**config.mk**
```make
export PLATFORM = sky130hd
export DESIGN_NAME = key_load_seq
export DESIGN_NICKNAME = d
export VERILOG_FILES = /design/src/rtl/key_load_seq.sv
export SDC_FILE = /design/constraint.sdc
export NUM_CORES = 1
export LEC_CHECK = 0
export CAP_MARGIN = 20
export CELL_PAD_IN_SITES_DETAIL_PLACEMENT = 1
export CELL_PAD_IN_SITES_GLOBAL_PLACEMENT = 2
export CORE_MARGIN = 5
export CORE_UTILIZATION = 43
export CTS_CLUSTER_DIAMETER = 30
export CTS_CLUSTER_SIZE = 16
export DETAILED_ROUTE_END_ITERATION = 10
export PLACE_DENSITY_LB_ADDON = 0.1
export SKIP_LAST_GASP = 1
export SYNTH_ARGS = -nofsm -noshare
export SYNTH_HDL_FRONTEND = slang
export SYNTH_SLANG_ARGS = --single-unit
```
**constraint.sdc**
```tcl
create_clock -name clk -period 3.3 [get_ports clk]
set_input_delay 0.66 -clock clk [delete_from_list [all_inputs] [get_ports clk]]
set_output_delay 0.66 -clock clk [all_outputs]
set_load 0.05 [all_outputs]
```
**src/rtl/key_load_seq.sv**
```systemverilog
// key_load_seq
//   Front-end for the multi-operand ALU datapath. Three raw push buttons
//   (load A, load B, latch F) are polarity-corrected, synchronized and
//   debounced. Each debounced press then becomes a single-cycle load strobe,
//   gated by a small sequencing FSM that rejects out-of-order loads.
//
// Ports
//   clk        system clock
//   rst_n      asynchronous active-low reset
//   key_in     raw buttons [0]=A, [1]=B, [2]=F (asynchronous, bouncing)
//   ld_a       one-cycle strobe: load operand A
//   ld_b       one-cycle strobe: load operand B
//   ld_f       one-cycle strobe: latch ALU result and flags
//   seq_err    one-cycle strobe: press rejected (out of order / lost to priority)
//   stage      FSM state for LEDs (0=EMPTY 1=HAVE_A 2=HAVE_AB 3=DONE)
//   key_state  debounced pressed level per key, active-high
module key_load_seq #(
    parameter int DEBOUNCE_CYCLES = 1000000,
    parameter bit KEY_ACTIVE_LOW  = 1'b0
) (
    input  logic       clk,
    input  logic       rst_n,
    input  logic [2:0] key_in,
    output logic       ld_a,
    output logic       ld_b,
    output logic       ld_f,
    output logic       seq_err,
    output logic [1:0] stage,
    output logic [2:0] key_state
);

    localparam int                CNT_W    = $clog2(DEBOUNCE_CYCLES);
    localparam logic [CNT_W-1:0] CNT_LAST = CNT_W'(DEBOUNCE_CYCLES - 1);

    typedef enum logic [1:0] {
        EMPTY   = 2'd0,
        HAVE_A  = 2'd1,
        HAVE_AB = 2'd2,
        DONE    = 2'd3
    } state_t;

    logic [2:0] key_p0;
    logic [2:0] sync_p1;
    logic [2:0] sync_p2;
    logic [2:0] stable_p3;
    logic [2:0] stable_p4;
    logic [2:0] press_vld_p4;

    state_t state_q, state_d;
    logic   ld_a_d, ld_b_d, ld_f_d, seq_err_d;

    // Stage 0..2: polarity-corrected input register, then the two-flop
    // synchronizer. Reset value 0 means "released" for every key.
    always_ff @(posedge clk or negedge rst_n) begin
        if (!rst_n) begin
            key_p0  <= 3'b000;
            sync_p1 <= 3'b000;
            sync_p2 <= 3'b000;
        end else begin
            key_p0  <= key_in ^ {3{KEY_ACTIVE_LOW}};
            sync_p1 <= key_p0;
            sync_p2 <= sync_p1;
        end
    end

    // Stage 3: per-key debouncer. A new level is accepted only after it has
    // differed from the stable level for DEBOUNCE_CYCLES consecutive cycles;
    // any cycle back at the stable level restarts the count.
    for (genvar i = 0; i < 3; i++) begin : g_deb
        logic [CNT_W-1:0] cnt;
        logic             stable;

        always_ff @(posedge clk or negedge rst_n) begin
            if (!rst_n) begin
                cnt    <= '0;
                stable <= 1'b0;
            end else if (sync_p2[i] == stable) begin
                cnt    <= '0;
            end else if (cnt == CNT_LAST) begin
                cnt    <= '0;
                stable <= sync_p2[i];
            end else begin
                cnt    <= cnt + CNT_W'(1);
            end
        end

        assign stable_p3[i] = stable;
    end

    // Stage 4: press edge detection (release makes no event).
    always_ff @(posedge clk or negedge rst_n) begin
        if (!rst_n) begin
            stable_p4 <= 3'b000;
        end else begin
            stable_p4 <= stable_p3;
        end
    end

    assign press_vld_p4 = stable_p3 & ~stable_p4;

    // Sequencing FSM: one event per cycle, priority A > B > F. A dropped
    // lower-priority press is reported through seq_err alongside the strobe.
    always_comb begin
        state_d   = state_q;
        ld_a_d    = 1'b0;
        ld_b_d    = 1'b0;
        ld_f_d    = 1'b0;
        seq_err_d = 1'b0;
        if (press_vld_p4[0]) begin
            // Reloading A invalidates any previously loaded B.
            ld_a_d    = 1'b1;
            state_d   = HAVE_A;
            seq_err_d = press_vld_p4[1] | press_vld_p4[2];
        end else if (press_vld_p4[1]) begin
            seq_err_d = press_vld_p4[2];
            if (state_q == EMPTY) begin
                seq_err_d = 1'b1;
            end else begin
                ld_b_d  = 1'b1;
                state_d = HAVE_AB;
            end
        end else if (press_vld_p4[2]) begin
            if (state_q == HAVE_AB || state_q == DONE) begin
                ld_f_d  = 1'b1;
                state_d = DONE;
            end else begin
                seq_err_d = 1'b1;
            end
        end
    end

    // Stage 5: registered strobes and state.
    always_ff @(posedge clk or negedge rst_n) begin
        if (!rst_n) begin
            state_q <= EMPTY;
            ld_a    <= 1'b0;
            ld_b    <= 1'b0;
            ld_f    <= 1'b0;
            seq_err <= 1'b0;
        end else begin
            state_q <= state_d;
            ld_a    <= ld_a_d;
            ld_b    <= ld_b_d;
            ld_f    <= ld_f_d;
            seq_err <= seq_err_d;
        end
    end

    assign stage     = state_q;
    assign key_state = stable_p3;

endmodule

```
==> flow_summary.json, run 1 <==
{
  "hpwl_um": 5270,
  "wl_per_cell_um": 15.5,
  "cts_made_buffers": 9,
  "hold_viol": 0,
  "fin_cells": 495,
  "arrival_ns": 1.70,
  "die_h_um": 103,
  "grt_pass1_vias": 2860,
  "synth_top_family_by_area": "simple AND/OR/NAND/NOR gates",
  "netlist_area_um2": 3740,
  "ctsRootBufferMaster": "clkbuf_8",
  "synth_enable_flop_cells": 0,
  "synth-compound-area-share_pct": 7.90,
  "initial_core_util_pct": 43.5,
  "vias_per_cell": 5.44,
  "fmaxAchievable_ghz": 0.424,
  "utilization_pct": 49.0,
  "grt_max_degree": 82,
  "grt_pass1_wl_um": 13700,
  "nFillCells": 967,
  "crit_slowest_cell": "clkdlybuf4s50_1",
  "path_cells": "clkdlybuf4s50_1",
  "slew_violations": 0,
  "max-slew-margin-rel_pct": 58.7,
  "synth_fa_ha_area_share_pct": 1.00,
  "ys_warn_count": 0,
  "drt_iter0_markers": 76,
  "route.antenna.remaining_nets": 0,
  "worstMarginPinSlew_ns": 0.614,
  "antenna_found_initial": 0,
  "p_leak_nw": 1.71,
  "crit_type": "register to output pin",
  "cts_setup_buffers": 0,
  "synthFlopType": "dfrtp_1",
  "first_pass_iters": 4,
  "dieArea_um2": 10700,
  "skew_ns": 0.0152,
  "mostFrequentLayoutCells": "dfrtp_1, nor2_1, nand2_1, xnor2_1, a21oi_1",
  "period_minus_slack_ns": 2.36,
  "synthSimpleGateAreaFrac_pct": 24.5,
  "synthArstFlopShare_pct": 100,
  "synth.avg_cell_area_um2": 10.2,
  "gp_routability_congestion": 0.751,
  "critPathRequiredTime_ns": 2.64,
  "worstReg2RegStart": "g_deb[2].cnt[0]$_DFF_PN0_",
  "diodes": 0,
  "wirelength_um": 7660,
  "cts.sinks": 81,
  "clockBufferDepth": 2,
  "via_count": 2693,
  "cap_violations": 0,
  "crit_buf_inv": 1,
  "worstPathMaxFanout": 6,
  "rsz0062_at_grt": "no",
  "dpl.cell_count": 478,
  "htreeDepth": 3,
  "drc_errors": 0,
  "tns_ns": 0,
  "hold_buffers": 0,
  "layout_commonest_cell": "dfrtp_1",
  "final_nets": 390,
  "synthMuxAreaShare_pct": 0.904,
  "path_clk_slew_ns": 0.10,
  "grtUsageTotal_pct": 16.6,
  "ys_seq_area_share_pct": 54.3,
  "overflow": 0,
  "clk-insertion-delay-late_ns": 0.36,
  "slowest_delay_ns": 0.87,
  "cts_resized": 0,
  "die_w_um": 103,
  "syn_to_final_growth_pct": 12.6,
  "post-route-period-util_pct": 71.5,
  "yosysUniqueCellTypes": 40,
  "syn_nets": 375,
  "outcome": "finished, final reports clean",
  "yosys_register_bits": 81,
  "numPortBuffers": 13,
  "endpoint_kind": "output pin",
  "irDropWorstVdd_mv": 0.266,
  "power.density_nw_per_um2": 441,
  "hold_path.class": "input port to asynchronous set/reset pin",
  "cp-startpoint": "stage[1]$_DFFE_PN0P_",
  "synthCells": 367,
  "critical-path-top-delay-family": "buffers and inverters",
  "core_um2": 8590,
  "io_pins": 14,
  "cts_tree": "yes",
  "start_kind": "register",
  "setup_violations": 0,
  "synth_xor_area_share_pct": 8.67,
  "rows": 34,
  "drive_gt1_share_pct": 9.30
}
## stage by stage
step / worst slack [ns] / cell area [um2] / hold WS, ns / power [mW]
4_1_cts: 0.915 / 4180 / 0.359 / 1.88
6_report: 0.939 / 4210 / 0.117 / 1.85
5_1_grt: 0.889 / 4210 / 0.108 / 1.95
2_1_floorplan: 1.35 / 3740 / 0.331 / 1.06
3_3_place_gp: 1.28 / 3970 / 0.332 / 1.10
3_5_place_dp: 1.23 / 3970 / 0.336 / 1.10
## worst paths after layout
kind,endpoint,slack (ns),cells past startpoint
max in group asynchronous,ld_b$_DFF_PN0_,2.58,2
max,stage[1],0.94,1
min reg2reg,sync_p2[2]$_DFF_PN0_,0.35,0
min,g_deb[2].cnt[19]$_DFF_PN0_,0.12,1
max reg2reg,g_deb[2].cnt[18]$_DFF_PN0_,1.23,5
min in group clk,sync_p2[2]$_DFF_PN0_,0.35,0
## synth_stat cells (all sizes together), types with 10 or more instances
cell type  count  area, um2
or3           10       66.3
nor2          45        169
nand4         10       62.6
nand2         23       86.3
or4           10       78.8
nor4          12       75.1
xor2          14        123
o21ai         12       60.1
nor3          11       55.1
xnor2         23        201
a21oi         22        114
inv           11       41.3
dfrtp         81       2030
nand3         21        110
## cell families after synthesis
group	count (synthesis)
xor+xnor	37
fa+ha+maj	3
buf+inv	24
flops	81
mux	3
compound gates	47
simple gates	172
## registers in the layout, indices dropped and copies added, names as in the netlist
signal / cells
g_deb.cnt: 60
g_deb.stable: 3
key_p0: 3
ld_a: 1
ld_b: 1
ld_f: 1
seq_err: 1
stable_p4: 3
stage: 2
sync_p1: 3
sync_p2: 3
## layer usage
metal	vias to the layer above	share of wire (%)	GRT usage, %
met2	22	46	26.3
met5	-	0	0
met3	11	2.4	2.95
met1	1337	50	22.4
met4	0	1.9	6.87
li1	1323	-	-
## area by class of cell
type | instances | area (um2) | share of cell area (%)
clock inverters | 6 | 72.6 | 1.73
inverters | 11 | 41.3 | 0.982
multi-input cells | 262 | 1620 | 38.4
clock buffers | 10 | 138 | 3.27
repair buffers | 17 | 178 | 4.22
well taps | 108 | 135 | 3.21
flip-flops and latches | 81 | 2030 | 48.2
## power by group
| group | leakage (nW) | switching, mW | internal, mW | total, mW |
|---|---|---|---|---|
| registers | 1.10 | 0.0110 | 1.01 | 1.02 |
| logic | 0.498 | 0.0414 | 0.0210 | 0.0624 |
| clock network | 0.109 | 0.393 | 0.381 | 0.774 |
No activity file was read; power rests on OpenSTA's default activity.
==> run 2, diff against run 1 <==
Settings changed: CORE_UTILIZATION 43 to 36.
Clock period 3.3 ns to 2.06 ns, I/O delays scaled along.
==> run 2 against run 1 <==
Register-to-register slack got worse by 1.1 ns. Sequential power increased by 60%. Cell area increased by 2.3%. Critical path depth increased by 4. Sequential cell count unchanged. Clock skew decreased by 0.0075 ns. First-iteration DRC count increased by 84%. Die area increased by 17%. Clock-buffer cell count increased by 2. Via count increased by 2.2%. Worst setup slack got worse by 0.82 ns.
==> flow_summary.json, run 2 (synthesized netlist as in run 1, its figures left out) <==
{
  "outcome": "finished, final reports clean",
  "p_sw_share_pct": 22.7,
  "final_nets": 403,
  "p_int_mw": 2.21,
  "hold_buffers": 0,
  "cap_violations": 0,
  "wl_per_cell_um": 15.2,
  "die_h_um": 112,
  "drive_gt1_share_pct": 12.3,
  "syn_to_final_growth_pct": 15.2,
  "setup_violations": 0,
  "switchingPower_mw": 0.646,
  "dieArea_um2": 12500,
  "grt_pass1_vias": 2944,
  "cts_made_buffers": 9,
  "antenna_found_initial": 0,
  "gp_routability_congestion": 0.722,
  "die_w_um": 112,
  "power_frac_clock_pct": 39.0,
  "htreeDepth": 3,
  "use_met3_pct": 2.34,
  "arrival_ns": 2.21,
  "drc_errors": 0,
  "vias_per_cell": 5.15,
  "grt_pass1_wl_um": 14200,
  "power_mw": 2.85,
  "power.share.sequential_pct": 57.1,
  "path_clk_slew_ns": 0.08,
  "core_um2": 10200,
  "start_kind": "register",
  "rows": 37,
  "cts_setup_buffers": 0,
  "numPortBuffers": 13,
  "hold_viol": 0,
  "ctsRootBufferMaster": "clkbuf_8",
  "p_leak_nw": 1.79,
  "cts_resized": 1,
  "largest_register_ffs": 60,
  "clk-insertion-delay-late_ns": 0.35,
  "drt_iter0_markers": 140,
  "via_count": 2753,
  "initial_core_util_pct": 36.5,
  "worstPathMaxFanout": 8,
  "route.antenna.remaining_nets": 0,
  "crit_type": "register to register",
  "r2r_slack_ns": 0.12,
  "max-slew-margin-rel_pct": 58.5,
  "grt_max_degree": 36,
  "worstMarginPinSlew_ns": 0.621,
  "power.density_nw_per_um2": 662,
  "critPathRequiredTime_ns": 2.32,
  "mostFrequentLayoutCells": "dfrtp_1, nor2_1, nand2_1, xnor2_1, a21oi_1",
  "top_register": "g_deb.cnt",
  "hpwl_um": 5870,
  "pre_cts_slack_ns": 0.0354,
  "rsz0062_at_grt": "no",
  "io_pins": 14,
  "use_met1_pct": 18.7,
  "endpoint_kind": "register",
  "skew_ns": 0.00770,
  "irDropWorstVdd_mv": 0.295,
  "holdWs_ns": 0.0242,
  "period_minus_slack_ns": 1.94,
  "p_comb_share_pct": 3.9,
  "cts.sinks": 81,
  "grtUsageTotal_pct": 13.8,
  "cts_tree": "yes",
  "hold_path.class": "input port to asynchronous set/reset pin",
  "tns_ns": 0,
  "busiest_layer": "met2",
  "first_pass_iters": 4,
  "gr-usage-met2_pct": 22.2,
  "diodes": 0,
  "slew_violations": 0,
  "layout_setup_ws_ns": 0.116,
  "overflow": 0,
  "post-route-period-util_pct": 94.4,
  "clockBufferDepth": 2,
  "fmaxAchievable_ghz": 0.514,
  "wirelength_um": 8130,
  "layout_commonest_cell": "dfrtp_1"
}
[run 2: cell count changes in the layout (fill, tap and decap cells not counted), moves of 2 or more]
cell	delta
buf_4	+15
clkdlybuf4s50_1	-5
clkbuf_1	+3
dlymetal6s2s_1	+2
inv_6	-2
or4_1	-2
or4_4	+2
[run 2: metrics by stage]
stage          instances  util (%)  area [um2]
2_1_floorplan        367         -        3740
3_3_place_gp         520      40.2        4120
3_5_place_dp         520      40.2        4120
4_1_cts              535      42.0        4290
5_1_grt              535      42.1        4310
6_report             535      42.1        4310
[run 2: path summary, 6_finish.rpt]
path | from | to | cells after the start
setup / recovery | g_deb[2].cnt[1]$_DFF_PN0_ | g_deb[2].cnt[14]$_DFF_PN0_ | 5
hold / removal | rst_n | seq_err$_DFF_PN0_ | 1
setup reg to reg | g_deb[2].cnt[1]$_DFF_PN0_ | g_deb[2].cnt[14]$_DFF_PN0_ | 5
hold reg to reg | sync_p1[1]$_DFF_PN0_ | sync_p2[1]$_DFF_PN0_ | 0
max in group asynchronous | rst_n | sync_p1[1]$_DFF_PN0_ | 2
min in group clk | sync_p1[1]$_DFF_PN0_ | sync_p2[1]$_DFF_PN0_ | 0
[run 2: cell type report]
type	count	area, um2
Fill cell	1145	5930
Multi-Input combinational cell	262	1620
Clock buffer	12	135
Tap cell	136	170
Inverter	11	41.3
Sequential cell	81	2030
Clock inverter	3	42.5
Timing Repair Buffer	30	267
[run 2: power by group through the flow]
| stage | combinational (mW) | clock (mW) | sequential (mW) |
|---|---|---|---|
| 2_1_floorplan | 0.0435 | 0 | 1.66 |
| 3_3_place_gp | 0.115 | 0 | 1.66 |
| 3_5_place_dp | 0.115 | 0 | 1.66 |
| 4_1_cts | 0.116 | 1.16 | 1.63 |
| 5_1_grt | 0.128 | 1.22 | 1.63 |
| 6_report | 0.111 | 1.11 | 1.63 |
[run 2: metal layers]
layer,up-vias,wire length [um]
met3,10,177
met1,1382,4010
met4,0,117
li1,1340,-
met2,21,3820
met5,-,0
[run 2: critical path: stages, from the launching register on]
cell and delay, ns:
dfrtp_1 0.37, ha_1 0.20, nand2_1 0.08, or4_4 0.59, or3_2 0.46, a21oi_1 0.16
